File: src/rtl/parking_event_monitor_if.sv
// Event record stream between parking_event_monitor (master) and a logger
// or display block (slave), first-word-fall-through valid/ready handshake.
interface parking_event_monitor_if;
   logic        evt_valid;
   logic        evt_ready;
   logic [2:0]  evt_type;
   logic [15:0] evt_plate;
   logic [2:0]  evt_floor;
   logic [7:0]  evt_fee;

   modport master (
      output evt_valid, evt_type, evt_plate, evt_floor, evt_fee,
      input  evt_ready
   );

   modport slave (
      input  evt_valid, evt_type, evt_plate, evt_floor, evt_fee,
      output evt_ready
   );
endinterface

File: src/rtl/parking_event_monitor.sv
// Passive observer of the parking_lot_top output bus: turns bus changes into
// typed event records, queues them in a FWFT FIFO and tracks jump/loss errors.
module parking_event_monitor #(
   parameter int DEPTH = 8,
   parameter int CNT_W = 8
) (
   input  logic                    clock,
   input  logic                    reset,
   input  logic [15:0]             moving,
   input  logic [2:0]              current_floor,
   input  logic [7:0]              fee,
   input  logic                    leakage,
   input  logic [2:0]              leakage_floor,
   parking_event_monitor_if.master evt,
   output logic                    err_jump,
   output logic                    overflow,
   output logic [CNT_W-1:0]        dropped_cnt
);

   localparam int PTR_W = $clog2(DEPTH);
   localparam int OCC_W = $clog2(DEPTH + 1);

   localparam logic [2:0] T_BOARD  = 3'd1;
   localparam logic [2:0] T_ALIGHT = 3'd2;
   localparam logic [2:0] T_MOVE   = 3'd3;
   localparam logic [2:0] T_JUMP   = 3'd4;
   localparam logic [2:0] T_LEAK   = 3'd5;

   typedef struct packed {
      logic [2:0]  typ;
      logic [15:0] plate;
      logic [2:0]  floor;
      logic [7:0]  fee;
   } rec_t;

   function automatic logic [3:0] abs4(input logic signed [3:0] v);
      return v[3] ? 4'(-v) : 4'(v);
   endfunction

   function automatic logic [CNT_W-1:0] sat_add(input logic [CNT_W-1:0] a,
                                                input logic [2:0]       inc);
      logic [CNT_W:0] sum;
      sum = (CNT_W+1)'(a) + (CNT_W+1)'(inc);
      return sum[CNT_W] ? {CNT_W{1'b1}} : sum[CNT_W-1:0];
   endfunction

   logic              armed;
   logic [15:0]       prev_moving;
   logic [2:0]        prev_floor;
   logic              prev_leak;

   rec_t              mem [DEPTH];
   logic [PTR_W-1:0]  wr_ptr;
   logic [PTR_W-1:0]  rd_ptr;
   logic [OCC_W-1:0]  occ;

   logic signed [3:0] dflr_p0;
   logic [3:0]        adst_p0;
   logic              jump_p0, alight_p0, board_p0, move_p0, leak_p0;
   logic [2:0]        n_evt_p0;
   logic              vld_p0;
   rec_t              rec_p0;

   logic              full, pop, accept, drop_win;
   logic [2:0]        lost;
   rec_t              head;

   // p0: compare sampled bus against previous sample, pick highest-priority event
   always_comb begin
      dflr_p0   = $signed({1'b0, current_floor}) - $signed({1'b0, prev_floor});
      adst_p0   = abs4(dflr_p0);
      jump_p0   = armed && (adst_p0 > 4'd1);
      move_p0   = armed && (adst_p0 == 4'd1);
      alight_p0 = armed && (moving != prev_moving) && (moving == 16'd0);
      board_p0  = armed && (moving != prev_moving) && (moving != 16'd0);
      leak_p0   = armed && leakage && !prev_leak;
      n_evt_p0  = {2'b0, jump_p0} + {2'b0, alight_p0} + {2'b0, board_p0}
                + {2'b0, move_p0} + {2'b0, leak_p0};
      vld_p0    = (n_evt_p0 != 3'd0);

      rec_p0 = '0;
      if (jump_p0) begin
         rec_p0.typ   = T_JUMP;
         rec_p0.plate = moving;
         rec_p0.floor = current_floor;
      end else if (alight_p0) begin
         rec_p0.typ   = T_ALIGHT;
         rec_p0.plate = prev_moving;
         rec_p0.floor = current_floor;
         rec_p0.fee   = fee;
      end else if (board_p0) begin
         rec_p0.typ   = T_BOARD;
         rec_p0.plate = moving;
         rec_p0.floor = current_floor;
      end else if (move_p0) begin
         rec_p0.typ   = T_MOVE;
         rec_p0.plate = moving;
         rec_p0.floor = current_floor;
      end else if (leak_p0) begin
         rec_p0.typ   = T_LEAK;
         rec_p0.floor = leakage_floor;
      end
   end

   // A full FIFO still takes the new record when the head leaves on the same edge
   assign full     = (occ == OCC_W'(DEPTH));
   assign pop      = evt.evt_valid && evt.evt_ready;
   assign accept   = vld_p0 && (!full || pop);
   assign drop_win = vld_p0 && !accept;
   assign lost     = vld_p0 ? (n_evt_p0 - 3'd1 + {2'b0, drop_win}) : 3'd0;

   always_ff @(posedge clock or negedge reset) begin
      if (!reset) begin
         armed       <= 1'b0;
         prev_moving <= '0;
         prev_floor  <= '0;
         prev_leak   <= 1'b0;
         wr_ptr      <= '0;
         rd_ptr      <= '0;
         occ         <= '0;
         err_jump    <= 1'b0;
         overflow    <= 1'b0;
         dropped_cnt <= '0;
      end else begin
         armed       <= 1'b1;
         prev_moving <= moving;
         prev_floor  <= current_floor;
         prev_leak   <= leakage;
         if (accept) wr_ptr <= wr_ptr + 1'b1;
         if (pop)    rd_ptr <= rd_ptr + 1'b1;
         occ <= occ + OCC_W'(accept) - OCC_W'(pop);
         if (jump_p0)     err_jump    <= 1'b1;
         if (drop_win)    overflow    <= 1'b1;
         if (lost != 3'd0) dropped_cnt <= sat_add(dropped_cnt, lost);
      end
   end

   always_ff @(posedge clock) begin
      if (accept) mem[wr_ptr] <= rec_p0;
   end

   // FIFO head drives the stream directly; fields read as zero while empty
   assign head          = mem[rd_ptr];
   assign evt.evt_valid = (occ != '0);

   always_comb begin
      evt.evt_type  = '0;
      evt.evt_plate = '0;
      evt.evt_floor = '0;
      evt.evt_fee   = '0;
      if (evt.evt_valid) begin
         evt.evt_type  = head.typ;
         evt.evt_plate = head.plate;
         evt.evt_floor = head.floor;
         evt.evt_fee   = head.fee;
      end
   end

endmodule

File: src/flat_wrapper.sv
// flat-port wrapper written by rule: the top's interface ports become plain ports
module parking_event_monitor_flat 
#(
   parameter int DEPTH = 8,
   parameter int CNT_W = 8
)
  (clock, reset, moving, current_floor, fee, leakage, leakage_floor, err_jump, overflow, dropped_cnt, evt_evt_valid, evt_evt_type, evt_evt_plate, evt_evt_floor, evt_evt_fee, evt_evt_ready);
  parking_event_monitor_if evt_i ();
  input  logic clock;
  input  logic reset;
  input  logic [15:0] moving;
  input  logic [2:0] current_floor;
  input  logic [7:0] fee;
  input  logic leakage;
  input  logic [2:0] leakage_floor;
  output logic err_jump;
  output logic overflow;
  output logic [CNT_W-1:0] dropped_cnt;
  output wire logic [$bits(evt_i.evt_valid)-1:0] evt_evt_valid;
  output wire logic [$bits(evt_i.evt_type)-1:0] evt_evt_type;
  output wire logic [$bits(evt_i.evt_plate)-1:0] evt_evt_plate;
  output wire logic [$bits(evt_i.evt_floor)-1:0] evt_evt_floor;
  output wire logic [$bits(evt_i.evt_fee)-1:0] evt_evt_fee;
  input wire logic [$bits(evt_i.evt_ready)-1:0] evt_evt_ready;
  assign evt_evt_valid = evt_i.evt_valid;
  assign evt_evt_type = evt_i.evt_type;
  assign evt_evt_plate = evt_i.evt_plate;
  assign evt_evt_floor = evt_i.evt_floor;
  assign evt_evt_fee = evt_i.evt_fee;
  assign evt_i.evt_ready = evt_evt_ready;
  parking_event_monitor #(.DEPTH(DEPTH), .CNT_W(CNT_W)) u_core (.clock(clock), .reset(reset), .moving(moving), .current_floor(current_floor), .fee(fee), .leakage(leakage), .leakage_floor(leakage_floor), .evt(evt_i), .err_jump(err_jump), .overflow(overflow), .dropped_cnt(dropped_cnt));
endmodule
File: config.mk
export PLATFORM = sky130hd
export DESIGN_NAME = parking_event_monitor_flat
export DESIGN_NICKNAME = d
export VERILOG_FILES = /design/src/rtl/parking_event_monitor_if.sv /design/src/rtl/parking_event_monitor.sv /design/src/flat_wrapper.sv
export SDC_FILE = /design/constraint.sdc
export NUM_CORES = 1
export LEC_CHECK = 0
export ABC_AREA = 0
export ABC_CLOCK_PERIOD_IN_PS = 7900
export CORE_ASPECT_RATIO = 0.9
export CORE_MARGIN = 10
export CORE_UTILIZATION = 59
export CTS_BUF_LIST = sky130_fd_sc_hd__clkbuf_16
export CTS_CLUSTER_SIZE = 8
export DETAILED_ROUTE_END_ITERATION = 8
export PLACE_DENSITY_LB_ADDON = 0.12
export SYNTH_ARGS = -nofsm -noshare
export SYNTH_HDL_FRONTEND = slang
export SYNTH_SLANG_ARGS = --single-unit
File: constraint.sdc
create_clock -name clock -period 7.9 [get_ports clock]
set_clock_uncertainty 0.2 [all_clocks]
set_input_delay 1.58 -clock clock [delete_from_list [all_inputs] [get_ports clock]]
set_output_delay 1.58 -clock clock [all_outputs]
set_load 0.005 [all_outputs]
Yosys cells after proc, flatten, opt, wreduce, memory -nomap -nowiden
Memories as Yosys holds them, arrays and structs flattened.
Index checks and enable logic that the tools add are counted.
- memory bits (writable): 240
- memories kept: 1
- logic and storage cells: 66
- flip-flop bits (word level): 41
- memories (name ; words ; width ; rd ports ; clocked after Yosys merged registers in ; write ports ; RTL line ; RTL):
    u_core.mem ; 8 ; 30 ; 1 ; 0 ; 1 ; parking_event_monitor.sv:52 ; rec_t mem [DEPTH];
- mux-type cells: 19
- reduce and logical (&&, ||, !) cells: 19
- equal/unequal tests: 3
- $add $sub $neg: 13
- $lt $le $gt $ge: 1
- operators with widths (cell ; count):
    22-bit two-way mux ; 3
    16-bit two-way mux ; 2
    8-bit two-way mux ; 4
    3-bit two-way mux ; 7
    16-bit zero test ; 1
    16-bit != test ; 1
    16-bit nonzero test ; 1
    3-bit by 1-bit adder with 3-bit output ; 4
    1-bit logical AND ; 10
    8-bit by 3-bit adder with 9-bit output ; 1
    3-bit by 1-bit adder with 3-bit output (second input constant) ; 2
    3-bit nonzero test ; 2
    4-bit by 1-bit adder with 4-bit output ; 1
    4-bit by 1-bit == test with 1-bit output (second input constant) ; 1
    4-bit == test (second input constant) ; 1
    4-bit by 1-bit > comparator with 1-bit output (second input constant) ; 1
    4-bit two-way mux ; 1
    4-bit negator ; 1
    4-bit nonzero test ; 1
    3-bit by 3-bit subtractor with 4-bit output ; 1
    4-bit by 1-bit subtractor with 4-bit output ; 1
    1-bit zero test ; 3
    3-bit by 1-bit subtractor with 3-bit output (second input constant) ; 1
    1-bit by 1-bit adder with 2-bit output ; 1
    other kinds (2) ; 3

Longest topological paths before layout
Gate-level depths: netlist (run 1).
- word-level depth: 17
- depth in mapped cells: 25
- mapped depth without buffers: 24

Worst setup path after synthesis (run 1)
No wires, ideal clock.
- kind: input-to-reg
- start point: input current_floor[0]
- end point: memory u_core.mem[1][0] (netlist bit), enable pin
- library setup time: 0.455 ns
- stages: 18
- slack: -0.645 ns
- required time: 7.245 ns
- data arrival time: 7.891 ns
- path through: inv_1 > ha_1 > fa_1 > ha_1 > a21bo_2 > mux2_4 > o311ai_4 > inv_2 > ha_1 > fa_1 > ha_1 > inv_1 > fa_1 > and3b_1 > clkbuf_1 > a31oi_1 > nand2_1 > nor3_1
- longest elaborated chain between the ends: 13
- elaborated cells between the ends (all ways): 15
- classes of those cells: 6 x add/sub; 1 x order compare; 1 x eq/ne; 3 x mux; 4 x reduce/logical
- RTL lines (what ; RTL line ; RTL):
    start, declared ; flat_wrapper.sv:12 ; input logic [2:0] current_floor;
    3-bit by 3-bit subtractor with 4-bit output * ; parking_event_monitor.sv:70 ; dflr_p0 = $signed({1'b0, current_floor}) - $signed({1'b0, prev_floor});
    4-bit negator ; parking_event_monitor.sv:37 ; return v[3] ? 4'(-v) : 4'(v);
    4-bit two-way mux * ; parking_event_monitor.sv:37 ;
    4-bit by 1-bit > comparator with 1-bit output * ; parking_event_monitor.sv:72 ; jump_p0 = armed && (adst_p0 > 4'd1);
    1-bit logical AND * ; parking_event_monitor.sv:72 ;
    named net u_core.jump_p0 ; parking_event_monitor.sv:59 ; logic jump_p0, alight_p0, board_p0, move_p0, leak_p0;
    1-bit by 1-bit adder with 2-bit output * ; parking_event_monitor.sv:77 ; n_evt_p0 = {2'b0, jump_p0} + {2'b0, alight_p0} + {2'b0, board_p0}
    3-bit by 1-bit adder with 3-bit output * ; parking_event_monitor.sv:77 ;
    3-bit by 1-bit adder with 3-bit output * (2 in a row) ; parking_event_monitor.sv:78 ; + {2'b0, move_p0} + {2'b0, leak_p0};
    3-bit nonzero test * ; parking_event_monitor.sv:79 ; vld_p0 = (n_evt_p0 != 3'd0);
    1-bit logical AND * ; parking_event_monitor.sv:108 ; assign accept = vld_p0 && (!full || pop);
    named net u_core.accept ; parking_event_monitor.sv:64 ; logic full, pop, accept, drop_win;
    1-bit two-way mux * ; parking_event_monitor.sv:139 ; if (accept) mem[wr_ptr] <= rec_p0;
    1-bit two-way mux (not written as such) * ; parking_event_monitor.sv:139 ;
    end, declared ; parking_event_monitor.sv:52 ;
The timed path passes the listed nets; every way through them passes the cells marked *.

Worst setup path after layout (run 1)
- start point: input current_floor[0]
- end point: register u_core.dropped_cnt[7]
- longest elaborated chain between the ends: 17
- elaborated cells between the ends (all ways): 21
- classes of those cells: 9 x add/sub; 1 x order compare; 1 x eq/ne; 3 x mux; 7 x reduce/logical
- RTL lines (what ; RTL line ; RTL):
    3-bit by 3-bit subtractor with 4-bit output * ; parking_event_monitor.sv:70 ;
    4-bit negator ; parking_event_monitor.sv:37 ;
    4-bit two-way mux * ; parking_event_monitor.sv:37 ;
    4-bit by 1-bit > comparator with 1-bit output * ; parking_event_monitor.sv:72 ;
    1-bit logical AND * ; parking_event_monitor.sv:72 ;
    named net u_core.jump_p0 ; parking_event_monitor.sv:59 ;
    1-bit by 1-bit adder with 2-bit output * ; parking_event_monitor.sv:77 ;
    3-bit by 1-bit adder with 3-bit output * ; parking_event_monitor.sv:77 ;
    3-bit by 1-bit adder with 3-bit output * (2 in a row) ; parking_event_monitor.sv:78 ;
    parallel branches: the longest is 5 deep, another holds 3-bit by 1-bit subtractor with 3-bit output ; n/a ;
    3-bit two-way mux * ; parking_event_monitor.sv:110 ; assign lost = vld_p0 ? (n_evt_p0 - 3'd1 + {2'b0, drop_win}) : 3'd0;
    8-bit by 3-bit adder with 9-bit output ; parking_event_monitor.sv:43 ; sum = (CNT_W+1)'(a) + (CNT_W+1)'(inc);
    8-bit two-way mux ; parking_event_monitor.sv:44 ; return sum[CNT_W] ? {CNT_W{1'b1}} : sum[CNT_W-1:0];
    end signal, assigned ; parking_event_monitor.sv:134 ; if (lost != 3'd0) dropped_cnt <= sat_add(dropped_cnt, lost);
    end, declared ; parking_event_monitor.sv:17 ; output logic [CNT_W-1:0] dropped_cnt
Mark *: on every way through the listed nets, which the timed path passes.
A chain may end at the register's enable or synchronous reset.

==> flow_summary.json, run 1 <==
{
  "wl_met3_um": 1459,
  "ys_types": 53,
  "grt_start_max_net_pins": 42,
  "overflow": 0,
  "start_util_pct": 60.35,
  "status": "finished clean",
  "routed.top_layer": "met4",
  "routedWlPerCell_um": 23.78,
  "hold_buffers": 0,
  "power_mw": 5.463,
  "critical_path.max_fanout": 4,
  "p_leak_nw": 5.049,
  "grt_pass1_wl_um": 37850,
  "netlist_area_sq_um": 11670,
  "dp_hpwl_um": 14940,
  "antenna-diode-count": 0,
  "powerDensity_nw_per_um2": 390.4,
  "irDropWorstVdd_mv": 0.2564,
  "worstSetupEndpointType": "flip-flop",
  "clock.fmax_mhz": 133.2,
  "worstMarginPinSlew_ns": 1.150,
  "wl_um": 24090,
  "drive_gt1_share_pct": 20.97,
  "drtAntennaViolNets": 0,
  "viasPerCell": 6.012,
  "htreeDepth": 2,
  "grtUsageTotal_pct": 18.83,
  "die-area_sq_um": 25820,
  "syn_avg_cell_area_sq_um": 18.64,
  "syn_to_final_growth_pct": 19.90,
  "place.gp.congestion": 0.8281,
  "whs_ns": 0.2701,
  "async_flop_share_pct": 14.59,
  "antenna_found_initial": 0,
  "drc": 0,
  "final_hold_viol_count": 0,
  "die-width_um": 168.3,
  "synth_fp_nets": 684,
  "fin_crit_sh_pct": 95.03,
  "layout_common_cells": "240 x edfxtp_1, 73 x clkdlybuf4s50_1, 60 x mux4_2, 43 x clkbuf_16, 42 x inv_1",
  "worstReg2RegStart": "u_core.prev_floor[0]",
  "placed_cell_area_sq_um": 12820,
  "first_global_vias": 6577,
  "cts_sinks": 281,
  "worstSetupStartpoint": "current_floor[0]",
  "cts_made_buffers": 41,
  "ys_ff_latch": 281,
  "cap_violations": 0,
  "relSlewSlack_pct": 23.09,
  "worstHoldStart": "u_core.err_jump",
  "worst_ep_arrival_time_ns": 7.74,
  "report.final.setup_viol": 0,
  "slew_viol_final": 0,
  "routed-wl-met2_um": 12360,
  "cts_buffer_depth": 3,
  "final_net_count": 798,
  "rows": 48,
  "dieHeight_um": 153.4,
  "clk_latency_ns": 0.51,
  "drt-initial-drc-count": 450,
  "rsz0062_at_grt": "false",
  "cts_root_buffer": "clkbuf_16",
  "drt-met1-wl_um": 9818,
  "synth_edf_count": 240,
  "coreArea_sq_um": 19340,
  "ys_warn_count": 0,
  "first_pass_iters": 4,
  "hold_path.class": "flip-flop to flip-flop",
  "fin_crit_ns": 7.507,
  "ioPinCount": 75,
  "ys_seq_area_share_pct": 70.54,
  "vias": 6090,
  "cts_tree": "yes",
  "portBuffers": 74,
  "worst_ep_required_time_ns": 8.13,
  "synthCells": 626,
  "ys.flop_type": "edfxtp_1",
  "worstSetupPathType": "input port to flip-flop",
  "final_common_cell": "edfxtp_1",
  "fin_area_sq_um": 13990,
  "cp-start-kind": "input port",
  "path_clk_slew_ns": 0.05
}
==> cell usage after synthesis (5+ instances only) <==
| master | count | share of area, % |
|---|---|---|
| nand4_1 | 5 | 0.27 |
| a22o_1 | 16 | 1.2 |
| mux4_2 | 60 | 12 |
| edfxtp_1 | 240 | 62 |
| nand2b_1 | 6 | 0.32 |
| ha_1 | 19 | 2.0 |
| a21oi_1 | 7 | 0.30 |
| nor2_1 | 46 | 1.5 |
| mux2i_1 | 36 | 3.1 |
| and2_1 | 10 | 0.54 |
| xnor2_1 | 22 | 1.7 |
| buf_2 | 6 | 0.26 |
| nand2_1 | 14 | 0.45 |
| inv_1 | 21 | 0.68 |
| fa_1 | 5 | 0.86 |
| clkbuf_1 | 18 | 0.58 |
| dfrtp_1 | 41 | 8.8 |
==> timing repair <==
item | 4_1_cts | 5_1_grt
setup endpoints to repair | 0 | 6
resized for setup | 0 | 1
buffers inserted | 0 | 0
==> final cells by class <==
class | instances | area (sq um)
clock buffers | 43 | 1076
inverters | 22 | 82.58
well taps | 250 | 312.8
flip-flops and latches | 281 | 8239
multi-input cells | 295 | 3263
clock inverters | 23 | 96.34
repair buffers | 99 | 923.4
fillers | 1177 | 5345
==> sequential cells by signal, summed over array words and instances, names as in the netlist <==
signal	count
u_core.wr_ptr	3
u_core.prev_leak	1
u_core.mem	240
u_core.occ	4
u_core.prev_floor	3
u_core.rd_ptr	3
u_core.err_jump	1
u_core.overflow	1
u_core.dropped_cnt	8
u_core.prev_moving	16
u_core.armed	1
==> layer usage <==
metal,GRT usage [%],vias up
met1,24.32,3156
met3,3.896,37
li1,-,2692
met2,31.36,205
met5,0,-
met4,6.048,0
==> per-stage QoR <==
stage / cells / setup WS, ns / util [%] / TNS, ns
2_1_floorplan: 626 / 0.1535 / - / 0
3_3_place_gp: 947 / 0.08036 / 66.27 / 0
3_5_place_dp: 947 / -0.1926 / 66.27 / -1.196
4_1_cts: 1013 / 0.3408 / 72.33 / 0
5_1_grt: 1013 / 0.08577 / 72.36 / 0
6_report: 1013 / 0.3928 / 72.36 / 0
==> path summary, 6_finish.rpt <==
check                                   endpoint  slack, ns  depth (start not counted)
max                        u_core.dropped_cnt[7]       0.39                         25
min                              u_core.err_jump       0.27                          1
max reg2reg                u_core.dropped_cnt[7]       1.68                         23
min reg2reg                      u_core.err_jump       0.27                          1
max in group asynchronous       u_core.rd_ptr[0]       5.75                          1
min in group asynchronous  u_core.dropped_cnt[7]       1.03                          1
==> logic make-up (layout without fill, tap and decap cells) <==
family,Yosys count,in the layout,share of synthesized area [%]
AO/OA/AOI/OAI,40,40,3.034
other,1,1,0.03213
adder cells (fa/ha/maj),24,24,2.895
AND/OR/NAND/NOR,103,103,4.460
XOR/XNOR,27,27,2.090
buffers and inverters,50,187,1.865
multiplexers,100,100,15.08
flip-flops,281,281,70.54
==> where the power goes <==
group          switching (mW)  internal (mW)
Combinational           0.807          0.927
Sequential              0.197           1.99
Clock                   0.580          0.963
==> critical path: stages <==
cell,delay [ns]
clkdlybuf4s50_1,0.47
inv_1,0.07
ha_1,0.23
fa_1,0.59
ha_1,0.21
a21bo_2,0.24
mux2_4,0.27
o311ai_4,0.28
inv_2,0.06
ha_1,0.30
fa_1,0.54
ha_1,0.14
inv_1,0.04
fa_1,0.46
and3b_1,0.21
nand4b_1,0.21
ha_1,0.22
ha_1,0.29
nor2_1,0.21
ha_1,0.28
a21o_1,0.16
a21oi_1,0.19
nor2_1,0.12
and4b_1,0.19
a21oi_1,0.15
Power figures use the tool's default switching activity.
==> inputs of run 2 (changes only) <==
--- a/config.mk
+++ b/config.mk
@@ -6,13 +6,13 @@
 export NUM_CORES = 1
 export LEC_CHECK = 0
 export ABC_AREA = 0
-export ABC_CLOCK_PERIOD_IN_PS = 7900
-export CORE_ASPECT_RATIO = 0.9
+export ABC_CLOCK_PERIOD_IN_PS = 9000
 export CORE_MARGIN = 10
-export CORE_UTILIZATION = 59
+export CORE_UTILIZATION = 60
 export CTS_BUF_LIST = sky130_fd_sc_hd__clkbuf_16
 export CTS_CLUSTER_SIZE = 8
 export DETAILED_ROUTE_END_ITERATION = 8
+export GPL_ROUTABILITY_DRIVEN = 0
 export PLACE_DENSITY_LB_ADDON = 0.12
 export SYNTH_ARGS = -nofsm -noshare
 export SYNTH_HDL_FRONTEND = slang
==> constraint.sdc (replaced) <==
create_clock -name clock -period 9 [get_ports clock]
set_clock_uncertainty 0.2 [all_clocks]
set_input_delay 1.8 -clock clock [delete_from_list [all_inputs] [get_ports clock]]
set_output_delay 1.8 -clock clock [all_outputs]
set_load 0.005 [all_outputs]
==> run 2 against run 1 <==
Against the previous run: sequential share of layout area is 0.10 points higher; non-clock buffer count decreased by 5; register-to-register slack better by 0.85 ns; worst setup slack improved by 0.64 ns; cell area decreased by 0.14%; via count fell by 1.3%; cell count grew 1.4%; routed wire length up 0.48%; critical endpoint is now u_core.dropped_cnt[4]; total power is 12% lower.
==> flow_summary.json, run 2 (synthesized netlist as in run 1, its figures left out) <==
{
  "overflow": 0,
  "relSlewSlack_pct": 32.55,
  "final_common_cell": "edfxtp_1",
  "grt_pass1_wl_um": 38000,
  "drtAntennaViolNets": 0,
  "worst_ep_arrival_time_ns": 8.17,
  "cpPeakStageDelay_ns": 0.59,
  "worstSetupEndpointType": "flip-flop",
  "syn_to_final_growth_pct": 19.73,
  "clk_latency_ns": 0.51,
  "worst_ep_required_time_ns": 9.20,
  "ioPinCount": 75,
  "die-area_sq_um": 25430,
  "timing.critical_path.mode_cell": "ha_1",
  "critical_path.max_fanout": 6,
  "whs_ns": 0.2637,
  "fin_area_sq_um": 13970,
  "cts_made_buffers": 41,
  "drc": 0,
  "fin_crit_ns": 7.970,
  "grt_start_max_net_pins": 63,
  "worstMarginPinSlew_ns": 1.012,
  "rows": 50,
  "first_pass_iters": 5,
  "cts_buffer_depth": 3,
  "start_util_pct": 61.77,
  "reg_top3": "u_core.mem: 240 flops, u_core.prev_moving: 16 flops, u_core.dropped_cnt: 8 flops",
  "tns_ns": 0,
  "powerDensity_nw_per_um2": 342.1,
  "post_cts_resized": 0,
  "coreArea_sq_um": 18890,
  "worstSetupPathType": "input port to flip-flop",
  "final_net_count": 793,
  "path_clk_slew_ns": 0.05,
  "status": "finished clean",
  "cts_tree": "yes",
  "final_hold_viol_count": 0,
  "placed_cell_area_sq_um": 12780,
  "dp_hpwl_um": 14420,
  "die-width_um": 159.5,
  "portBuffers": 74,
  "hold_path.class": "flip-flop to flip-flop",
  "cts_sinks": 281,
  "fillers": 1129,
  "hold_buffers": 0,
  "fin_crit_sh_pct": 88.55,
  "largest-register": "u_core.mem",
  "first_global_vias": 6760,
  "p_leak_nw": 5.063,
  "vias": 6010,
  "antenna_found_initial": 0,
  "grtUsageTotal_pct": 19.07,
  "cp-start-kind": "input port",
  "viasPerCell": 5.852,
  "drt-initial-drc-count": 407,
  "cap_violations": 0,
  "routedWlPerCell_um": 23.57,
  "wl_um": 24200,
  "antenna-diode-count": 0,
  "clock.fmax_mhz": 125.5,
  "crit_slowest_cell": "fa_1",
  "htreeDepth": 2,
  "rsz0062_at_grt": "false",
  "largest_register_ff_count": 240,
  "layout_common_cells": "240 x edfxtp_1, 73 x clkdlybuf4s50_1, 60 x mux4_2, 52 x inv_1, 42 x clkbuf_16",
  "drive_gt1_share_pct": 19.95,
  "cts_root_buffer": "clkbuf_16",
  "slew_viol_final": 0,
  "report.final.setup_viol": 0,
  "irDropWorstVdd_mv": 0.2138,
  "cts_setup_buffers": 0,
  "dieHeight_um": 159.5
}
## run 2: changes by cell type in the layout (fill, tap and decap cells not counted), sizes merged
| cell | before | now |
|---|---|---|
| buf | 26 | 21 |
| clkbuf | 43 | 42 |
| clkinv | 1 | 2 |
| inv | 44 | 53 |
## run 2: where the power goes
part	switching (mW)	internal [mW]
clock network	0.522	0.834
logic	0.675	0.807
registers	0.197	1.75
total	1.39	3.39
## run 2: worst max-delay path: cells and delay by family
family | cells | cell delay (ns)
adder cells (fa/ha/maj) | 10 | 3.22
AO/OA/AOI/OAI | 4 | 0.87
AND/OR/NAND/NOR | 5 | 1.15
buffers and inverters | 4 | 0.70
multiplexers | 1 | 0.27
XOR/XNOR | 1 | 0.18
## run 2: through the flow
step           instances  power, mW  utilization, %  worst slack (ns)
4_1_cts             1027      4.844           73.96             1.085
2_1_floorplan        626      2.805               -            0.2347
3_5_place_dp         952      3.474           67.65            0.5431
3_3_place_gp         952      3.414           67.65            0.7701
5_1_grt             1027      5.032           73.96            0.5971
6_report            1027      4.781           73.96             1.030
## run 2: layout make-up
class / instances / area, sq um / area share [%]
clock buffer: 42 / 1051 / 7.522
clock inverter: 33 / 141.4 / 1.012
inverter: 22 / 82.58 / 0.5910
multi-input combinational: 295 / 3246 / 23.23
sequential: 281 / 8242 / 58.98
tap: 260 / 325.3 / 2.328
timing repair buffer: 94 / 885.9 / 6.340
## run 2: path summary, 6_finish.rpt
path                                       from  depth (start not counted)                     to  slack [ns]
setup / recovery               current_floor[0]                         25  u_core.dropped_cnt[4]        1.03
hold / removal                 u_core.rd_ptr[2]                          1       u_core.rd_ptr[2]        0.26
setup reg to reg           u_core.prev_floor[0]                         23  u_core.dropped_cnt[4]        2.53
hold reg to reg                u_core.rd_ptr[2]                          1       u_core.rd_ptr[2]        0.26
max in group asynchronous                 reset                          1       u_core.rd_ptr[0]        6.58
min in group asynchronous                 reset                          1           u_core.armed        1.27
## run 2: metal layers
layer  vias up  part of all wire (%)  global-route usage (%)
li1       2679                     -                       -
met1      3113                    41                   23.77
met2       184                    52                   32.78
met3        34                   5.7                   4.312
met4         0                   1.7                   5.307
met5         -                     0                       0
==> inputs of run 3 (changes only) <==
--- a/config.mk
+++ b/config.mk
@@ -5,7 +5,7 @@
 export SDC_FILE = /design/constraint.sdc
 export NUM_CORES = 1
 export LEC_CHECK = 0
-export ABC_AREA = 0
+export ABC_AREA = 1
 export ABC_CLOCK_PERIOD_IN_PS = 9000
 export CORE_MARGIN = 10
 export CORE_UTILIZATION = 60
==> run 3 against run 2 <==
Against the previous run: global-route usage rose by 1.5 points; register-to-register slack improved by 0.13 ns; critical path type unchanged; largest power group unchanged; die area rose by 3.4%; hold slack improved by 0.017 ns; synthesized area rose by 3.9%; non-clock buffer count fell by 2; critical endpoint is now u_core.dropped_cnt[2]; synthesized cell count rose by 73%; sequential power fell by 6%; clock power barely moved; first-iteration DRC count rose by 110%.
==> flow_summary.json, run 3 <==
{
  "powerDensity_nw_per_um2": 340.1,
  "antenna-diode-count": 0,
  "clk_latency_ns": 0.52,
  "portBuffers": 74,
  "crit_slowest_cell": "fa_1",
  "path_clk_slew_ns": 0.05,
  "first_pass_iters": 5,
  "yosysMostFrequentCell": "edfxtp_1",
  "ys_types": 38,
  "final_hold_viol_count": 0,
  "cts_buffer_depth": 3,
  "report.final.setup_viol": 0,
  "grt_start_max_net_pins": 75,
  "final_util_pct": 72.98,
  "relSlewSlack_pct": 35.77,
  "drc": 0,
  "ys_seq_area_share_pct": 67.88,
  "hold_path.class": "flip-flop to flip-flop",
  "clock.fmax_mhz": 127.5,
  "largest-register": "u_core.mem",
  "cts_made_buffers": 41,
  "syn_to_final_growth_pct": 18.25,
  "slew_viol_final": 0,
  "yosysTopAreaCell": "edfxtp_1",
  "grt_pass1_wl_um": 43280,
  "async_flop_share_pct": 14.59,
  "ys_ff_latch": 281,
  "start_util_pct": 61.71,
  "cp-start-kind": "input port",
  "worst_ep_required_time_ns": 9.23,
  "overflow": 0,
  "die-area_sq_um": 26300,
  "htreeDepth": 2,
  "largest_register_ff_count": 240,
  "synthCells": 1086,
  "irDropWorstVdd_mv": 0.2019,
  "cts_tree": "yes",
  "cap_violations": 0,
  "rows": 51,
  "synth_area_leaders": "edfxtp_1 59%, dfrtp_1 8.5%, nor2_1 7.0%, o21ai_0 6.3%, nand2_1 3.7%",
  "fin_crit_sh_pct": 87.16,
  "cts_setup_buffers": 0,
  "first_global_vias": 8095,
  "worst_ep_arrival_time_ns": 8.07,
  "ys.flop_type": "edfxtp_1",
  "critical_path.max_fanout": 23,
  "post_cts_resized": 0,
  "cts_root_buffer": "clkbuf_16",
  "worstMarginPinSlew_ns": 0.9634,
  "worstSetupEndpointType": "flip-flop",
  "drt-initial-drc-count": 863,
  "rsz0062_at_grt": "false",
  "reg_top3": "u_core.mem: 240 flops, u_core.prev_moving: 16 flops, u_core.dropped_cnt: 8 flops",
  "synth_fp_nets": 1144,
  "antenna_found_initial": 0,
  "cts_sinks": 281,
  "syn_avg_cell_area_sq_um": 11.17,
  "tns_ns": 0,
  "timing.critical_path.mode_cell": "ha_1",
  "final_common_cell": "edfxtp_1",
  "ioPinCount": 75,
  "worstSetupPathType": "input port to flip-flop",
  "coreArea_sq_um": 19650,
  "grtUsageTotal_pct": 20.53,
  "ys_warn_count": 0,
  "wl_um": 26890,
  "layout_common_cells": "240 x edfxtp_1, 218 x nor2_1, 153 x o21ai_0, 119 x nand2_1, 101 x inv_1",
  "fin_crit_ns": 7.844,
  "final_net_count": 1225,
  "drive_gt1_share_pct": 8.598,
  "vias": 8215,
  "routedWlPerCell_um": 18.38,
  "drtAntennaViolNets": 0,
  "synth_edf_count": 240,
  "die-width_um": 162.2,
  "dieHeight_um": 162.2,
  "cpPeakStageDelay_ns": 0.55,
  "viasPerCell": 5.615,
  "hold_buffers": 0,
  "dp_hpwl_um": 15750,
  "synth_common_cells": "240 x edfxtp_1, 226 x nor2_1, 153 x o21ai_0",
  "status": "finished clean",
  "p_leak_nw": 5.554,
  "netlist_area_sq_um": 12130,
  "synth_top_area_share_pct": 59.42
}
run 3: power by group:
group	switching (mW)	internal, mW	total [mW]
Combinational	1.01	0.677	1.69
Sequential	0.112	1.72	1.83
Clock	0.521	0.833	1.35
Total	1.65	3.23	4.88
run 3: logic make-up (layout without fill, tap and decap cells):
group | count (synthesis) | in the layout | synth area share [%]
AND/OR/NAND/NOR | 414 | 414 | 14.28
flip-flops | 281 | 281 | 67.88
AO/OA/AOI/OAI | 227 | 227 | 10.01
buffers and inverters | 131 | 243 | 4.446
adder cells (fa/ha/maj) | 24 | 24 | 2.785
XOR/XNOR | 8 | 8 | 0.5777
other | 1 | 1 | 0.03092
run 3: worst paths after layout:
kind                                 startpoint                     to  slack, ns  cells past startpoint
min in group asynchronous                 reset  u_core.dropped_cnt[3]       1.24                      1
min                             u_core.overflow        u_core.overflow       0.28                      2
max in group asynchronous                 reset       u_core.rd_ptr[0]       6.64                      1
max reg2reg                u_core.prev_floor[0]  u_core.dropped_cnt[2]       2.66                     27
max                            current_floor[0]  u_core.dropped_cnt[2]       1.16                     29
min reg2reg                     u_core.overflow        u_core.overflow       0.28                      2
run 3: area by class of cell:
| cell class | instances | area, sq um |
|---|---|---|
| well taps | 265 | 331.6 |
| clock buffers | 42 | 1051 |
| inverters | 77 | 289.0 |
| flip-flops and latches | 281 | 8238 |
| repair buffers | 92 | 908.4 |
| fillers | 1384 | 5311 |
| multi-input cells | 674 | 3387 |
| clock inverters | 32 | 137.6 |
run 3: per-stage QoR:
stage | hold WS [ns] | cells | cell area (sq um) | power (mW) | worst slack, ns
after detailed placement | 0.2808 | 1389 | 13150 | 3.553 | 0.6457
after floorplan | 0.2581 | 1086 | 12130 | 2.818 | 1.675
final | 0.2803 | 1463 | 14340 | 4.878 | 1.156
after global placement | 0.2822 | 1389 | 13150 | 3.517 | 0.8399
after CTS | 0.2938 | 1463 | 14340 | 4.910 | 1.170
after global routing | 0.3009 | 1463 | 14340 | 5.191 | 0.6956
run 3: metal layers:
metal	global-route usage [%]	share of wire, %	vias up
met2	33.08	47	312
li1	-	-	3934
met4	5.914	1.6	0
met5	0	0	-
met1	27.68	43	3925
met3	4.272	8.2	44
run 3: critical path, delay by kind of cell:
family,cells,cell delay (ns)
adder cells (fa/ha/maj),10,3.33
AND/OR/NAND/NOR,10,1.58
buffers and inverters,6,0.96
AO/OA/AOI/OAI,2,0.26
XOR/XNOR,1,0.12
